## config.mk

```make
export PLATFORM = sky130hd
export DESIGN_NAME = remote_comm_flat
export DESIGN_NICKNAME = d
export VERILOG_FILES = /design/src/rtl/remote_comm_if.sv /design/src/rtl/remote_comm.sv /design/src/flat_wrapper.sv
export SDC_FILE = /design/constraint.sdc
export NUM_CORES = 1
export LEC_CHECK = 0
export BUFFER_PORTS_ARGS = -buffer_cell sky130_fd_sc_hd__buf_2
export CORE_ASPECT_RATIO = 1.25
export CORE_MARGIN = 10
export CORE_UTILIZATION = 50
export CTS_BUF_LIST = sky130_fd_sc_hd__clkbuf_4 sky130_fd_sc_hd__clkbuf_8
export DETAILED_ROUTE_END_ITERATION = 6
export PLACE_DENSITY = 0.64
export SYNTH_ARGS = -nofsm -noshare
export SYNTH_HDL_FRONTEND = slang
export SYNTH_SLANG_ARGS = --single-unit
```

## constraint.sdc

```tcl
create_clock -name clk -period 2.9 [get_ports clk]
set_clock_uncertainty 0.1 [all_clocks]
set_input_delay 0.29 -clock clk [delete_from_list [all_inputs] [get_ports clk]]
set_output_delay 0.29 -clock clk [all_outputs]
set_load 0.05 [all_outputs]
```

## src/rtl/remote_comm_if.sv

```systemverilog
// Host-side handshake of the ground-station command link: request, payload,
// and the status/response pulses coming back from the transmitter/receiver.
interface remote_comm_if;
  logic        snd_cmd;
  logic [7:0]  cmd;
  logic [15:0] data;
  logic        busy;
  logic        cmd_cmplt;
  logic        resp_rdy;
  logic [7:0]  resp;
  logic        timeout;

  modport master (
    output snd_cmd, cmd, data,
    input  busy, cmd_cmplt, resp_rdy, resp, timeout
  );

  modport slave (
    input  snd_cmd, cmd, data,
    output busy, cmd_cmplt, resp_rdy, resp, timeout
  );
endinterface

```

## src/rtl/remote_comm.sv

```systemverilog
// Ground-station end of the copter command link: sends cmd, data[15:8], data[7:0]
// as back-to-back UART 8N1 frames, then waits for a one-byte response or times out.
module remote_comm #(
  parameter int          BAUD_DIV     = 2604,
  parameter logic [25:0] RESP_TIMEOUT = 26'd50_000_000
) (
  input  logic         clk,
  input  logic         rst,
  remote_comm_if.slave host,
  output logic         TX,
  input  logic         RX
);

  localparam logic [11:0] BAUD_LAST = 12'(BAUD_DIV - 1);
  localparam logic [11:0] BAUD_MID  = 12'(BAUD_DIV / 2 - 1);
  localparam logic [25:0] TMO_LAST  = RESP_TIMEOUT - 26'd1;

  typedef enum logic [2:0] {IDLE, TX_CMD, TX_DH, TX_DL, WAIT_RESP} state_t;
  typedef enum logic [1:0] {RX_HUNT, RX_START, RX_DATA, RX_STOP} rx_state_t;

  state_t      state, state_nxt;
  logic [7:0]  cmd_q, cmd_nxt;
  logic [15:0] data_q, data_nxt;
  logic        tx_q, tx_nxt;
  logic [3:0]  tx_bit, tx_bit_nxt;
  logic [11:0] tx_baud, tx_baud_nxt;
  logic [25:0] tmo_cnt, tmo_cnt_nxt;
  logic [7:0]  resp_q, resp_nxt;
  logic        cmplt_q, cmplt_nxt;
  logic        rdy_q, rdy_nxt;
  logic        tmo_q, tmo_nxt;
  logic [7:0]  cur_byte;

  rx_state_t   rx_state, rx_state_nxt;
  logic        rx_s1, rx_s2, rx_prev;
  logic [11:0] rx_baud, rx_baud_nxt;
  logic [3:0]  rx_bit, rx_bit_nxt;
  logic [7:0]  rx_shift, rx_shift_nxt;
  logic        rx_good;

  // Frame bit idx of an 8N1 frame: 0 = start, 1..8 = data LSB first, 9 = stop.
  function automatic logic frame_bit(input logic [7:0] b, input logic [3:0] idx);
    logic v;
    if (idx == 4'd0)
      v = 1'b0;
    else if (idx >= 4'd9)
      v = 1'b1;
    else
      v = b[3'(idx - 4'd1)];
    return v;
  endfunction

  always_ff @(posedge clk) begin
    if (rst) begin
      rx_s1   <= 1'b1;
      rx_s2   <= 1'b1;
      rx_prev <= 1'b1;
    end else begin
      rx_s1   <= RX;
      rx_s2   <= rx_s1;
      rx_prev <= rx_s2;
    end
  end

  always_ff @(posedge clk) begin
    if (rst) begin
      rx_state <= RX_HUNT;
      rx_baud  <= '0;
      rx_bit   <= '0;
      rx_shift <= '0;
    end else begin
      rx_state <= rx_state_nxt;
      rx_baud  <= rx_baud_nxt;
      rx_bit   <= rx_bit_nxt;
      rx_shift <= rx_shift_nxt;
    end
  end

  // Receiver: start is confirmed mid-bit, later bits are sampled one bit period apart.
  always_comb begin
    rx_state_nxt = rx_state;
    rx_baud_nxt  = rx_baud;
    rx_bit_nxt   = rx_bit;
    rx_shift_nxt = rx_shift;
    rx_good      = 1'b0;
    case (rx_state)
      RX_HUNT: begin
        if (rx_prev && !rx_s2) begin
          rx_state_nxt = RX_START;
          rx_baud_nxt  = '0;
        end
      end
      RX_START: begin
        if (rx_baud == BAUD_MID) begin
          rx_baud_nxt  = '0;
          rx_bit_nxt   = '0;
          rx_state_nxt = rx_s2 ? RX_HUNT : RX_DATA;
        end else begin
          rx_baud_nxt = rx_baud + 12'd1;
        end
      end
      RX_DATA: begin
        if (rx_baud == BAUD_LAST) begin
          rx_baud_nxt  = '0;
          rx_shift_nxt = {rx_s2, rx_shift[7:1]};
          rx_bit_nxt   = rx_bit + 4'd1;
          if (rx_bit == 4'd7)
            rx_state_nxt = RX_STOP;
        end else begin
          rx_baud_nxt = rx_baud + 12'd1;
        end
      end
      RX_STOP: begin
        if (rx_baud == BAUD_LAST) begin
          rx_baud_nxt  = '0;
          rx_good      = rx_s2;
          rx_state_nxt = RX_HUNT;
        end else begin
          rx_baud_nxt = rx_baud + 12'd1;
        end
      end
      default: rx_state_nxt = RX_HUNT;
    endcase
  end

  always_ff @(posedge clk) begin
    if (rst) begin
      state   <= IDLE;
      cmd_q   <= '0;
      data_q  <= '0;
      tx_q    <= 1'b1;
      tx_bit  <= '0;
      tx_baud <= '0;
      tmo_cnt <= '0;
      resp_q  <= '0;
      cmplt_q <= 1'b0;
      rdy_q   <= 1'b0;
      tmo_q   <= 1'b0;
    end else begin
      state   <= state_nxt;
      cmd_q   <= cmd_nxt;
      data_q  <= data_nxt;
      tx_q    <= tx_nxt;
      tx_bit  <= tx_bit_nxt;
      tx_baud <= tx_baud_nxt;
      tmo_cnt <= tmo_cnt_nxt;
      resp_q  <= resp_nxt;
      cmplt_q <= cmplt_nxt;
      rdy_q   <= rdy_nxt;
      tmo_q   <= tmo_nxt;
    end
  end

  // TX line value is computed one cycle ahead so the pin comes straight from a flop.
  always_comb begin
    state_nxt   = state;
    cmd_nxt     = cmd_q;
    data_nxt    = data_q;
    tx_nxt      = tx_q;
    tx_bit_nxt  = tx_bit;
    tx_baud_nxt = tx_baud;
    tmo_cnt_nxt = tmo_cnt;
    resp_nxt    = resp_q;
    cmplt_nxt   = 1'b0;
    rdy_nxt     = 1'b0;
    tmo_nxt     = 1'b0;
    case (state)
      TX_DH:   cur_byte = data_q[15:8];
      TX_DL:   cur_byte = data_q[7:0];
      default: cur_byte = cmd_q;
    endcase
    case (state)
      IDLE: begin
        if (host.snd_cmd) begin
          cmd_nxt     = host.cmd;
          data_nxt    = host.data;
          state_nxt   = TX_CMD;
          tx_nxt      = 1'b0;
          tx_bit_nxt  = '0;
          tx_baud_nxt = '0;
        end
      end
      TX_CMD, TX_DH, TX_DL: begin
        if (tx_baud == BAUD_LAST) begin
          tx_baud_nxt = '0;
          if (tx_bit == 4'd9) begin
            tx_bit_nxt = '0;
            if (state == TX_DL) begin
              state_nxt   = WAIT_RESP;
              tx_nxt      = 1'b1;
              cmplt_nxt   = 1'b1;
              tmo_cnt_nxt = '0;
            end else begin
              state_nxt = (state == TX_CMD) ? TX_DH : TX_DL;
              tx_nxt    = 1'b0;
            end
          end else begin
            tx_bit_nxt = tx_bit + 4'd1;
            tx_nxt     = frame_bit(cur_byte, tx_bit + 4'd1);
          end
        end else begin
          tx_baud_nxt = tx_baud + 12'd1;
        end
      end
      WAIT_RESP: begin
        tmo_cnt_nxt = tmo_cnt + 26'd1;
        if (rx_good) begin
          resp_nxt  = rx_shift;
          rdy_nxt   = 1'b1;
          state_nxt = IDLE;
        end else if (tmo_cnt == TMO_LAST) begin
          tmo_nxt   = 1'b1;
          state_nxt = IDLE;
        end
      end
      default: state_nxt = IDLE;
    endcase
  end

  assign TX             = tx_q;
  assign host.busy      = (state != IDLE);
  assign host.cmd_cmplt = cmplt_q;
  assign host.resp_rdy  = rdy_q;
  assign host.resp      = resp_q;
  assign host.timeout   = tmo_q;

endmodule

```

## src/flat_wrapper.sv

```systemverilog
// flat-port wrapper written by rule: the top's interface ports become plain ports
module remote_comm_flat 
#(
  parameter int          BAUD_DIV     = 2604,
  parameter logic [25:0] RESP_TIMEOUT = 26'd50_000_000
)
  (clk, rst, TX, RX, host_snd_cmd, host_cmd, host_data, host_busy, host_cmd_cmplt, host_resp_rdy, host_resp, host_timeout);
  remote_comm_if host_i ();
  input  logic clk;
  input  logic rst;
  output logic TX;
  input  logic RX;
  input wire logic [$bits(host_i.snd_cmd)-1:0] host_snd_cmd;
  input wire logic [$bits(host_i.cmd)-1:0] host_cmd;
  input wire logic [$bits(host_i.data)-1:0] host_data;
  output wire logic [$bits(host_i.busy)-1:0] host_busy;
  output wire logic [$bits(host_i.cmd_cmplt)-1:0] host_cmd_cmplt;
  output wire logic [$bits(host_i.resp_rdy)-1:0] host_resp_rdy;
  output wire logic [$bits(host_i.resp)-1:0] host_resp;
  output wire logic [$bits(host_i.timeout)-1:0] host_timeout;
  assign host_i.snd_cmd = host_snd_cmd;
  assign host_i.cmd = host_cmd;
  assign host_i.data = host_data;
  assign host_busy = host_i.busy;
  assign host_cmd_cmplt = host_i.cmd_cmplt;
  assign host_resp_rdy = host_i.resp_rdy;
  assign host_resp = host_i.resp;
  assign host_timeout = host_i.timeout;
  remote_comm #(.BAUD_DIV(BAUD_DIV), .RESP_TIMEOUT(RESP_TIMEOUT)) u_core (.clk(clk), .rst(rst), .host(host_i), .TX(TX), .RX(RX));
endmodule
```

# Word level (Yosys, flattened, before mapping)
# Index checks and enable logic that the tools add are counted.
# W data, S select, Z words.
# totals
regBits,110
latch_bits,0
ramBits,0
rom_bits,0
input_bits,28
mem_count,0
# classes
addsub,6
n_mul,0
div,0
n_lt_le_gt_ge,2
n_eq_ne,23
shifts,0
mux,47
bitwise_logic,4
n_reduce_logical,23
# ops
operator,n
$mux W26,3
$mux W12,5
$pmux W26 S2,1
$pmux W12 S3,1
$add A26 B1 Y26 const B,1
$eq A26 B26 Y1 const B,1
$add A12 B1 Y12 const B,2
$eq A12 B12 Y1 const B,2
$pmux W12 S2,1
$mux W4,5
$mux W3,6
$ne A2 B1 Y1 const B,8
$pmux W4 S2,2
$pmux W8 S2,1
$eq A12 B11 Y1 const B,1
$mux W1,12
$mux W2,6
$pmux W3 S3,1
$add A4 B1 Y4 const B,2
$pmux W2 S4,1
$reduce_and A2 Y1,4
$reduce_and A4 Y1,2
$eq A3 B2 Y1 const B,2
$reduce_and A3 Y1,2
other kinds (25),33

# Depth between registers and ports, before layout
# Gate-level depths: netlist of run 1.
# depth
ltp_word,9
ltp_mapped,9
depth_no_buf,8

# Worst setup path after synthesis of run 1
# No wires, ideal clock.
# synth_path
kind,register to register
start,register u_core.rx_baud[0]
end,register with a tool-made name
setup_time_ns,0.128
arrival_time_ns,2.029
required_ns,2.672
setup_slack_ns,0.643
path_stages_with_launch,9
cell_sequence,dfxtp_1 -> ha_1 -> nor4b_1 -> nand4_1 -> a22o_1 -> clkbuf_1 -> nor2_1 -> mux2i_1 -> nor2_1
# synth_rtl
element,line,rtl
from (decl),remote_comm.sv:36,"logic [11:0] rx_baud, rx_baud_nxt;"
from (signal assigned),remote_comm.sv:73,rx_baud <= rx_baud_nxt;

==> reports/qor.csv, run 1 <==
metric,value,unit
multi-input logic area,0.00276,mm2
Max Cap Violations,0,
final hold violations,0,
CTS Buf Count,9,
fillers,990,
worst hold path class,input port to flop,
clock sink count,110,
worst slew pin tran,0.789,ns
Critical-path top delay cell,a22o_1,
Startpoint Class,flop,
most common cell in the synthesized netlist,dfxtp_1,
VDD IR max,0.349,mV
outcome,finished clean,
vias per cell,5.47,
"Slew Viols, Final",0,
number of global-route vias before repair,4171,
max frequency,415,MHz
Clock Path Buffers,2,
gr usage total,0.149,
DR pass1 iterations,6,
crit path max fanout,23,
setup_tns,0,ns
top post-synthesis cells by area,"dfxtp_1 43%, nand2_1 7.8%, a21oi_1 5.4%",
largest net degree at the start of global routing,41,
asr flop ratio synth,0,
hpwl dp,8050,um
total area of sequential cells,0.00220,mm2
Slew HR,0.474,
Root Driver,clkbuf_8,
Port Buf Inserts,40,
Crit path top cell by count,nor2_1,
PostCTS Resize Cnt,0,
H-tree lvl count,3,
top post-synthesis cells by count,"110 x dfxtp_1, 107 x nand2_1, 70 x nor2_1",
CP peak stage delay,0.53,ns
Die Area,0.0147,mm2
1st-iter DRT viols,211,
synthesized area per cell,8.21,um2
Synthesized Nets,662,
global route overflow,0,
part of the cycle the worst path needs,0.830,
Hold Path Depth,3,
GPL Wtd Cong,0.850,
clock period minus worst slack,2.41,ns
final routed DRC violation total,0,
Reg2Reg Depth,7,
worst-path cell chain,"ha_1, nor4b_1, nand4_1, a22o_1, nor2_1, mux2i_1, nor2_1",
top_reg_cell synth,dfxtp_1,
critical path depth,7,
first-pass GRT wire length,19100,um
P_leak,2.00,nW
Antenna Cells,0,
RSZ-0062 raised after global routing,false,
final-report setup violation count,0,
DIE WIDTH,111,um
"EDFF count, synth",0,
Synth top area share,0.429,
share of cells above drive strength 1,0.130,
sequential area share after synthesis,0.429,
via count,4314,
Avg WL per Cell,14.1,um
CTS tree,built,
Worst Path Arrival,2.57,ns
Worst-Skew Late Latency,0.37,ns
top cell type by total area after synthesis,dfxtp_1,
"Req. time, crit path",3.06,ns
critical path class,flop to flop,
Die Height,133,um
Yosys cell types,53,
Yosys Warn Count,0,
Worst Path Buf+Inv,0,
crit end category,flop,
Starting Density,0.510,
CORE AREA,0.0101,mm2
PD cells,467,mW/mm2
Clock transition at path regs,0.11,ns
number of synthesized register bits,110,
row count,41,
family with the most delay on the worst path,simple AND/OR/NAND/NOR gates,
Pwr Total,2.64,mW
total wire length,11100,um
P&R area growth vs syn,10.3,%
Antenna Violating Nets Remaining,0,
top-level I/O count,41,
initial antenna violation count,0,
Cells after Synth,625,
Post-Syn Area,0.00513,mm2
net count reported at finish,692,
layer usage:
metal / track usage / routed length (um) / vias up
met5: 0 / 0 / -
met4: 0.0688 / 217 / 0
met3: 0.0234 / 227 / 14
met2: 0.257 / 5580 / 46
met1: 0.176 / 5100 / 2015
li1: - / - / 2239
power by group:
part / leakage, nW / switching, mW / internal (mW)
logic: 1.02 / 0.125 / 0.0718
clock network: 0.0900 / 0.532 / 0.354
registers: 0.891 / 0.0197 / 1.54
final timing paths:
| check | start | endpoint | slack (ns) |
|---|---|---|---|
| hold reg to reg | u_core.rx_s1 | u_core.rx_s2 | 0.33 |
| setup reg to reg | u_core.rx_baud[0] | flop | 0.49 |
| setup / recovery | u_core.rx_baud[0] | flop | 0.49 |
| hold / removal | host_cmd[4] | u_core.cmd_q[4] | 0.04 |
metrics by stage:
step                      hold slack [ns]  utilization  instance area [um2]  instances  worst slack (ns)
after floorplan                     0.289            -                 5130        625             0.643
after global placement              0.293        0.543                 5460        772             0.607
after global routing               0.0351        0.562                 5660        789             0.292
after CTS                          0.0225        0.562                 5660        789             0.503
after detailed placement            0.303        0.543                 5460        772             0.506
final                              0.0399        0.562                 5660        789             0.493
flip-flops by register name (all words and copies together), names as in the netlist, 3 cells and up, named ones only:
name / count
u_core.cmd_q: 8
u_core.data_q: 16
u_core.host.resp: 8
u_core.rx_baud: 12
u_core.rx_bit: 4
u_core.rx_shift: 8
u_core.state: 3
u_core.tmo_cnt: 26
u_core.tx_baud: 12
u_core.tx_bit: 4
worst register-to-register path, cell delays in order (launching register included):
cell     delay [ns]
dfxtp_1        0.43
ha_1           0.28
nor4b_1        0.26
nand4_1        0.16
a22o_1         0.53
nor2_1         0.28
mux2i_1        0.22
nor2_1         0.05
final cells by class:
cell class	instances	share of cell area
Clock inverter	5	0.00730
Tap cell	129	0.0285
Sequential cell	110	0.389
Inverter	10	0.00664
Clock buffer	11	0.0257
Timing Repair Buffer	54	0.0544
Multi-Input combinational cell	470	0.488
cell families after synthesis:
| logic type | share of synthesized area |
|---|---|
| xor+xnor | 0.0529 |
| flops | 0.429 |
| buf+inv | 0.0342 |
| fa+ha+maj | 0.0220 |
| mux | 0.0354 |
| compound gates | 0.148 |
| simple gates | 0.278 |
cell usage in the layout, fill, tap and decap left out, drive strengths merged, types with 3 or more instances in the layout:
cell type	Yosys	routed
a211oi	9	9
a21oi	55	55
a22oi	3	3
a311oi	9	9
a31oi	4	4
a41oi	3	3
and3	8	8
buf	6	53
clkbuf	29	11
dfxtp	110	110
ha	9	9
inv	10	12
mux2i	17	17
nand2	107	107
nand2b	6	6
nand3	23	23
nand3b	3	3
nand4	11	11
nor2	70	70
nor2b	3	3
nor3	20	20
nor3b	4	4
nor4	6	6
nor4b	5	5
nor4bb	3	3
o211ai	3	3
o21a	3	3
o21ai	22	22
or2	6	6
or3	9	9
xnor2	16	16
xor2	15	15
repair_timing:
action,4_1_cts,5_1_grt
endpoints found under the hold margin,1,0
setup buffers,0,0
hold buffers,1,0
setup endpoints to repair,0,0
Power figures use the tool's default switching activity.
==> run 2: changes to the inputs <==
--- a/config.mk
+++ b/config.mk
@@ -11,7 +11,7 @@
 export CORE_UTILIZATION = 50
 export CTS_BUF_LIST = sky130_fd_sc_hd__clkbuf_4 sky130_fd_sc_hd__clkbuf_8
 export DETAILED_ROUTE_END_ITERATION = 6
-export PLACE_DENSITY = 0.64
+export PLACE_DENSITY = 0.67
 export SYNTH_ARGS = -nofsm -noshare
 export SYNTH_HDL_FRONTEND = slang
 export SYNTH_SLANG_ARGS = --single-unit
==> constraint.sdc (replaced) <==
create_clock -name clk -period 2.1 [get_ports clk]
set_clock_uncertainty 0.1 [all_clocks]
set_input_delay 0.21 -clock clk [delete_from_list [all_inputs] [get_ports clk]]
set_output_delay 0.21 -clock clk [all_outputs]
set_load 0.05 [all_outputs]
==> run 2 against run 1 <==
  * The flow now finishes with violations (negative setup slack)
  * Total power rose by 48%
  * Maximum frequency rose by 13%
  * Clock power grew 59%
  * Highest routed layer unchanged
==> reports/qor.csv, run 2 (same netlist as run 1, synthesis figures left out) <==
metric,value,unit
outcome,"finished, violations left",
failing checks,negative setup slack,
RSZ-0062 raised after global routing,true,
share of cells above drive strength 1,0.211,
CTS tree,built,
GPL Wtd Cong,0.879,
DIE WIDTH,111,um
placed cells,801,
Pwr Total,3.90,mW
worst hold path class,input port to flop,
Clock power frac,0.361,
hold_sp,rst,
hold slack,0.154,ns
Max Cap Violations,0,
R2R Setup Slk,-0.03,ns
Port Buf Inserts,40,
P_leak,2.33,nW
VDD IR max,0.369,mV
Place WS,-0.0477,ns
clock sink count,110,
fillers,884,
"most common cell after layout, fill and taps aside",nand2_1,
DR pass1 iterations,4,
PD cells,608,mW/mm2
final-report setup violation count,1,
Hold Path Depth,2,
"Slew Viols, Final",0,
number of global-route vias before repair,4466,
P_sw,1.03,mW
most frequent cells in the layout,"106 x nand2_1, 103 x dfxtp_1, 67 x nor2_1, 54 x a21oi_1, 41 x buf_4",
Clock transition at path regs,0.11,ns
Worst Path Arrival,2.35,ns
worst slew pin tran,1.17,ns
Starting Density,0.510,
reg2reg start,u_core.tx_baud[6],
max frequency,470,MHz
final hold violations,0,
multi-input logic area,0.00290,mm2
gr usage total,0.158,
Antenna Cells,0,
Die Area,0.0147,mm2
Reg2Reg Depth,7,
1st-iter DRT viols,210,
CTS Buf Count,9,
P&R area growth vs syn,25.1,%
crit end category,flop,
Slew HR,0.213,
Clock Path Buffers,2,
switch share,0.265,
worst-path cell chain,"or4b_4, or3_4, buf_6, or3_4, nor2_4, o21ai_1, o21ai_1",
H-tree lvl count,3,
Antenna Violating Nets Remaining,0,
global route overflow,0,
"Req. time, crit path",2.33,ns
combinational power share,0.087,
Reg power frac,0.552,
hpwl dp,8160,um
total wire length,12200,um
worst r2r dst,u_core.tx_bit[2],
via count,4642,
internal power,2.87,mW
CORE AREA,0.0101,mm2
met2 usage,0.269,
Avg WL per Cell,14.4,um
Root Driver,clkbuf_8,
total area of sequential cells,0.00221,mm2
Startpoint Class,flop,
biggest regs,"u_core.tmo_cnt (26), u_core.data_q (16)",
most flop-heavy register,u_core.tmo_cnt,
DP Area,0.00574,mm2
clock period minus worst slack,2.13,ns
met3 usage in global routing,0.0350,
part of the cycle the worst path needs,1.01,
Worst-Skew Late Latency,0.38,ns
final routed DRC violation total,0,
critical path class,flop to flop,
initial antenna violation count,0,
vias per cell,5.49,
largest net degree at the start of global routing,26,
Critical-path top delay cell,or4b_4,
grt met1 use,0.190,
Die Height,133,um
"final std cell area, no fill",0.00641,mm2
top-level I/O count,41,
max reg flops,26,
net count reported at finish,749,
row count,41,
gr busiest metal,met2,
CP peak stage delay,0.55,ns
final std cells w/o fill,846,
first-pass GRT wire length,20400,um
final worst slack,-0.0276,ns
crit path max fanout,6,
run 2: changes by cell type in the layout (fill, tap and decap cells not counted), sizes merged:
cell / before / now
buf: 53 / 84
clkinv: 1 / 3
dlygate4sd3: 1 / 25
inv: 12 / 13
bufinv: 0 / 1
clkinvlp: 2 / 0
run 2: worst max-delay path, delay by kind of cell, from the launching register on:
family	cells	cell delay, ns
buffers and inverters	1	0.14
flip-flops	1	0.34
AND/OR/NAND/NOR	4	1.37
AO/OA/AOI/OAI	2	0.13
run 2: how the worst max path moves through the flow:
stage | startpoint | slack [ns] | cells after the start | endpoint
6_report | u_core.tx_baud[6] | -0.03 | 7 | u_core.tx_bit[2]
5_1_grt | u_core.tx_baud[6] | -0.09 | 7 | u_core.tx_bit[2]
4_1_cts | u_core.tx_baud[6] | -0.02 | 7 | u_core.tx_bit[2]
3_5_place_dp | u_core.tx_baud[6] | -0.05 | 6 | u_core.tmo_cnt[20]
3_3_place_gp | u_core.tx_baud[6] | -0.007 | 7 | u_core.tmo_cnt[16]
2_1_floorplan | u_core.tx_baud[6] | -0.03 | 5 | u_core.tmo_cnt[10]
run 2: area by class of cell:
type	count	share of cell area
timing repair buffer	111	0.136
clock inverter	7	0.0160
tap	129	0.0252
sequential	110	0.345
multi-input combinational	470	0.453
inverter	10	0.00585
clock buffer	9	0.0193
run 2: repair_timing:
action	CTS	global route
buffers inserted	1	1
hold buffers	25	0
pin swaps	1	7
gates resized for setup	7	29
cloned	0	2
setup endpoints to repair	17	51
endpoints found under the hold margin	25	0
run 2: power by group through the flow:
stage,sequential [mW],clock [mW],combinational (mW)
6_report,2.15,1.41,0.338
5_1_grt,2.16,1.53,0.374
4_1_cts,2.15,1.44,0.325
3_5_place_dp,2.20,0,0.287
3_3_place_gp,2.20,0,0.280
2_1_floorplan,2.20,0,0.191
run 2: routing by layer:
layer  vias to the layer above  part of all wire
li1                       2348                 -
met1                      2208              0.46
met2                        73              0.49
met3                        13             0.035
met4                         0             0.015
met5                         -                 0
run 2: through the flow:
stage | utilization | setup TNS [ns]
floorplan | - | -0.0971
global placement | 0.570 | -0.00667
detailed placement | 0.570 | -0.371
CTS | 0.620 | -0.0186
global route | 0.638 | -0.780
finish | 0.638 | -0.0276
==> run 3: changes to the inputs <==
--- a/config.mk
+++ b/config.mk
@@ -5,6 +5,7 @@
 export SDC_FILE = /design/constraint.sdc
 export NUM_CORES = 1
 export LEC_CHECK = 0
+export ABC_AREA = 1
 export BUFFER_PORTS_ARGS = -buffer_cell sky130_fd_sc_hd__buf_2
 export CORE_ASPECT_RATIO = 1.25
 export CORE_MARGIN = 10
==> run 3 against run 2 <==
  * The flow now finishes without violations
  * Sequential power up 9.8%
  * Non-clock buffer count shrank 56
  * Count of clock-buffer cells in the layout rose by 2
  * Sequential share of layout area up 1.6 points
  * Register-to-register slack improved by 0.24 ns
  * Via count rose by 8.8%
  * Setup slack gained 0.24 ns
  * Synthesized cell count up 24%
  * Combinational power increased to 3.1 times the previous value
  * Design area fell by 4.6%
  * Sequential cell count is the same
  * Highest routed layer unchanged
==> reports/qor.csv, run 3 <==
metric,value,unit
hpwl dp,9170,um
top cell type by total area after synthesis,dfxtp_1,
outcome,finished clean,
combinational power share,0.210,
DR pass1 iterations,5,
P&R area growth vs syn,11.8,%
Antenna Violating Nets Remaining,0,
Root Driver,clkbuf_8,
Antenna Cells,0,
Slew HR,0.684,
Startpoint Class,flop,
clock sink count,110,
synthesized area per cell,7.04,um2
worst hold path class,input port to flop,
Synthesized Nets,814,
"most common cell after layout, fill and taps aside",nand2_1,
max reg flops,26,
Yosys cell types,36,
setup bufs post-CTS,0,
GPL Wtd Cong,0.942,
P_sw,1.52,mW
CTS Buf Count,9,
Clock Path Buffers,2,
crit end category,flop,
via count,5049,
"Slew Viols, Final",0,
clock period minus worst slack,1.89,ns
max frequency,529,MHz
Starting Density,0.513,
initial antenna violation count,0,
Post-Syn Area,0.00547,mm2
Reg power frac,0.476,
Clock transition at path regs,0.10,ns
Die Height,137,um
final-report setup violation count,0,
Pwr Total,4.94,mW
top-level I/O count,41,
CP peak stage delay,0.38,ns
worst slew pin tran,0.472,ns
Worst Path Arrival,2.06,ns
net count reported at finish,855,
top post-synthesis cells by count,"141 x nand2_1, 110 x dfxtp_1, 103 x a21oi_1",
Worst Path Buf+Inv,3,
H-tree lvl count,3,
"Req. time, crit path",2.27,ns
number of synthesized register bits,110,
internal power,3.42,mW
total area of sequential cells,0.00220,mm2
Die Area,0.0156,mm2
vias per cell,5.29,
part of the cycle the worst path needs,0.901,
top post-synthesis cells by area,"dfxtp_1 40%, nand2_1 9.7%, a21oi_1 9.4%",
asr flop ratio synth,0,
critical path class,flop to flop,
biggest regs,"u_core.tmo_cnt (26), u_core.data_q (16)",
most flop-heavy register,u_core.tmo_cnt,
DIE WIDTH,114,um
setup_tns,0,ns
CTS tree,built,
Crit path top cell by count,inv_2,
Cells after Synth,777,
PD cells,809,mW/mm2
1st-iter DRT viols,254,
final worst slack,0.209,ns
Worst-Skew Late Latency,0.38,ns
"EDFF count, synth",0,
gr usage total,0.161,
crit path max fanout,10,
Synth top area share,0.403,
Avg WL per Cell,12.8,um
VDD IR max,0.435,mV
global route overflow,0,
CORE AREA,0.0107,mm2
final hold violations,0,
Port Buf Inserts,40,
worst-path cell chain,"ha_1, nand3_1, nor3_2, inv_2, nand2_1, nand2_2, inv_2, nor3_1, o21ai_0, inv_1",
P_leak,2.37,nW
Clock power frac,0.313,
RSZ-0062 raised after global routing,false,
number of global-route vias before repair,4903,
Place WS,0.157,ns
multi-input logic area,0.00280,mm2
first-pass GRT wire length,21400,um
Yosys Warn Count,0,
share of cells above drive strength 1,0.135,
fillers,1041,
most common cell in the synthesized netlist,nand2_1,
total wire length,12200,um
Max Cap Violations,0,
top_reg_cell synth,dfxtp_1,
row count,42,
largest net degree at the start of global routing,54,
most frequent cells in the layout,"141 x nand2_1, 108 x dfxtp_1, 103 x a21oi_1, 91 x inv_1, 62 x o21ai_0",
final routed DRC violation total,0,
family with the most delay on the worst path,simple AND/OR/NAND/NOR gates,
Critical-path top delay cell,dfxtp_2,
sequential area share after synthesis,0.403,
switch share,0.308,
==> run 3: cell types whose count changed in the layout (fill, tap and decap cells not counted), sizes merged, moves of 17 or more <==
cell,previous run,this run
nand3,23,61
mux2i,17,0
buf,84,53
dlygate4sd3,25,2
a21oi,55,104
nand2,107,144
o21ai,22,65
inv,13,96
==> run 3: metrics by stage <==
| stage | instances | utilization | cell area, um2 | hold slack (ns) |
|---|---|---|---|---|
| 2_1_floorplan | 777 | - | 5470 | 0.214 |
| 6_report | 955 | 0.573 | 6120 | 0.00519 |
| 3_5_place_dp | 937 | 0.547 | 5840 | 0.294 |
| 3_3_place_gp | 937 | 0.547 | 5840 | 0.292 |
| 4_1_cts | 955 | 0.572 | 6110 | 0.00275 |
| 5_1_grt | 955 | 0.573 | 6120 | 0.0294 |
==> run 3: cell type report <==
cell class,instances,share of cell area
flip-flops and latches,110,0.360
well taps,132,0.0270
multi-input cells,546,0.458
inverters,96,0.0589
clock buffers,11,0.0237
repair buffers,55,0.0540
clock inverters,5,0.0174
==> run 3: power by group through the flow <==
stage | Sequential (mW) | Clock, mW | Combinational, mW
2_1_floorplan | 2.41 | 0 | 0.762
3_3_place_gp | 2.39 | 0 | 1.01
3_5_place_dp | 2.40 | 0 | 1.03
4_1_cts | 2.36 | 1.58 | 1.04
5_1_grt | 2.38 | 1.64 | 1.19
6_report | 2.36 | 1.55 | 1.04
==> run 3: repair_timing <==
item / in CTS / in global routing
hold buffers: 2 / 0
gates resized for setup: 0 / 3
hold endpoints to repair: 2 / 0
setup endpoints to repair: 0 / 7
==> run 3: worst reg2reg max path: cells and delay by family (launching register included) <==
| family | cells | cell delay, ns |
|---|---|---|
| adder cells (fa/ha/maj) | 1 | 0.22 |
| AO/OA/AOI/OAI | 1 | 0.16 |
| AND/OR/NAND/NOR | 5 | 0.63 |
| buffers and inverters | 3 | 0.31 |
| flip-flops | 1 | 0.38 |
==> run 3: metal layers <==
layer	GRT usage	share of wire	vias up
met1	0.195	0.47	2281
met5	0	0	-
li1	-	-	2654
met2	0.272	0.47	92
met4	0.0713	0.023	0
met3	0.0272	0.035	22
==> run 3: cells by family (layout without fill, tap and decap cells) <==
| group | Yosys count | in the layout | share of synthesized area |
|---|---|---|---|
| adder cells (fa/ha/maj) | 9 | 9 | 0.0206 |
| flip-flops | 110 | 110 | 0.403 |
| AND/OR/NAND/NOR | 338 | 338 | 0.287 |
| buffers and inverters | 121 | 167 | 0.0860 |
| XOR/XNOR | 16 | 16 | 0.0256 |
| AO/OA/AOI/OAI | 183 | 183 | 0.178 |
==> run 3: worst paths after layout <==
check / from / endpoint / slack (ns) / depth (start not counted)
setup / recovery: u_core.rx_baud[0] / u_core.rx_baud[1] / 0.21 / 10
hold / removal: host_data[13] / u_core.data_q[13] / 0.005 / 3
hold reg to reg: u_core.rx_s1 / u_core.rx_s2 / 0.32 / 1
setup reg to reg: u_core.rx_baud[0] / u_core.rx_baud[1] / 0.21 / 10
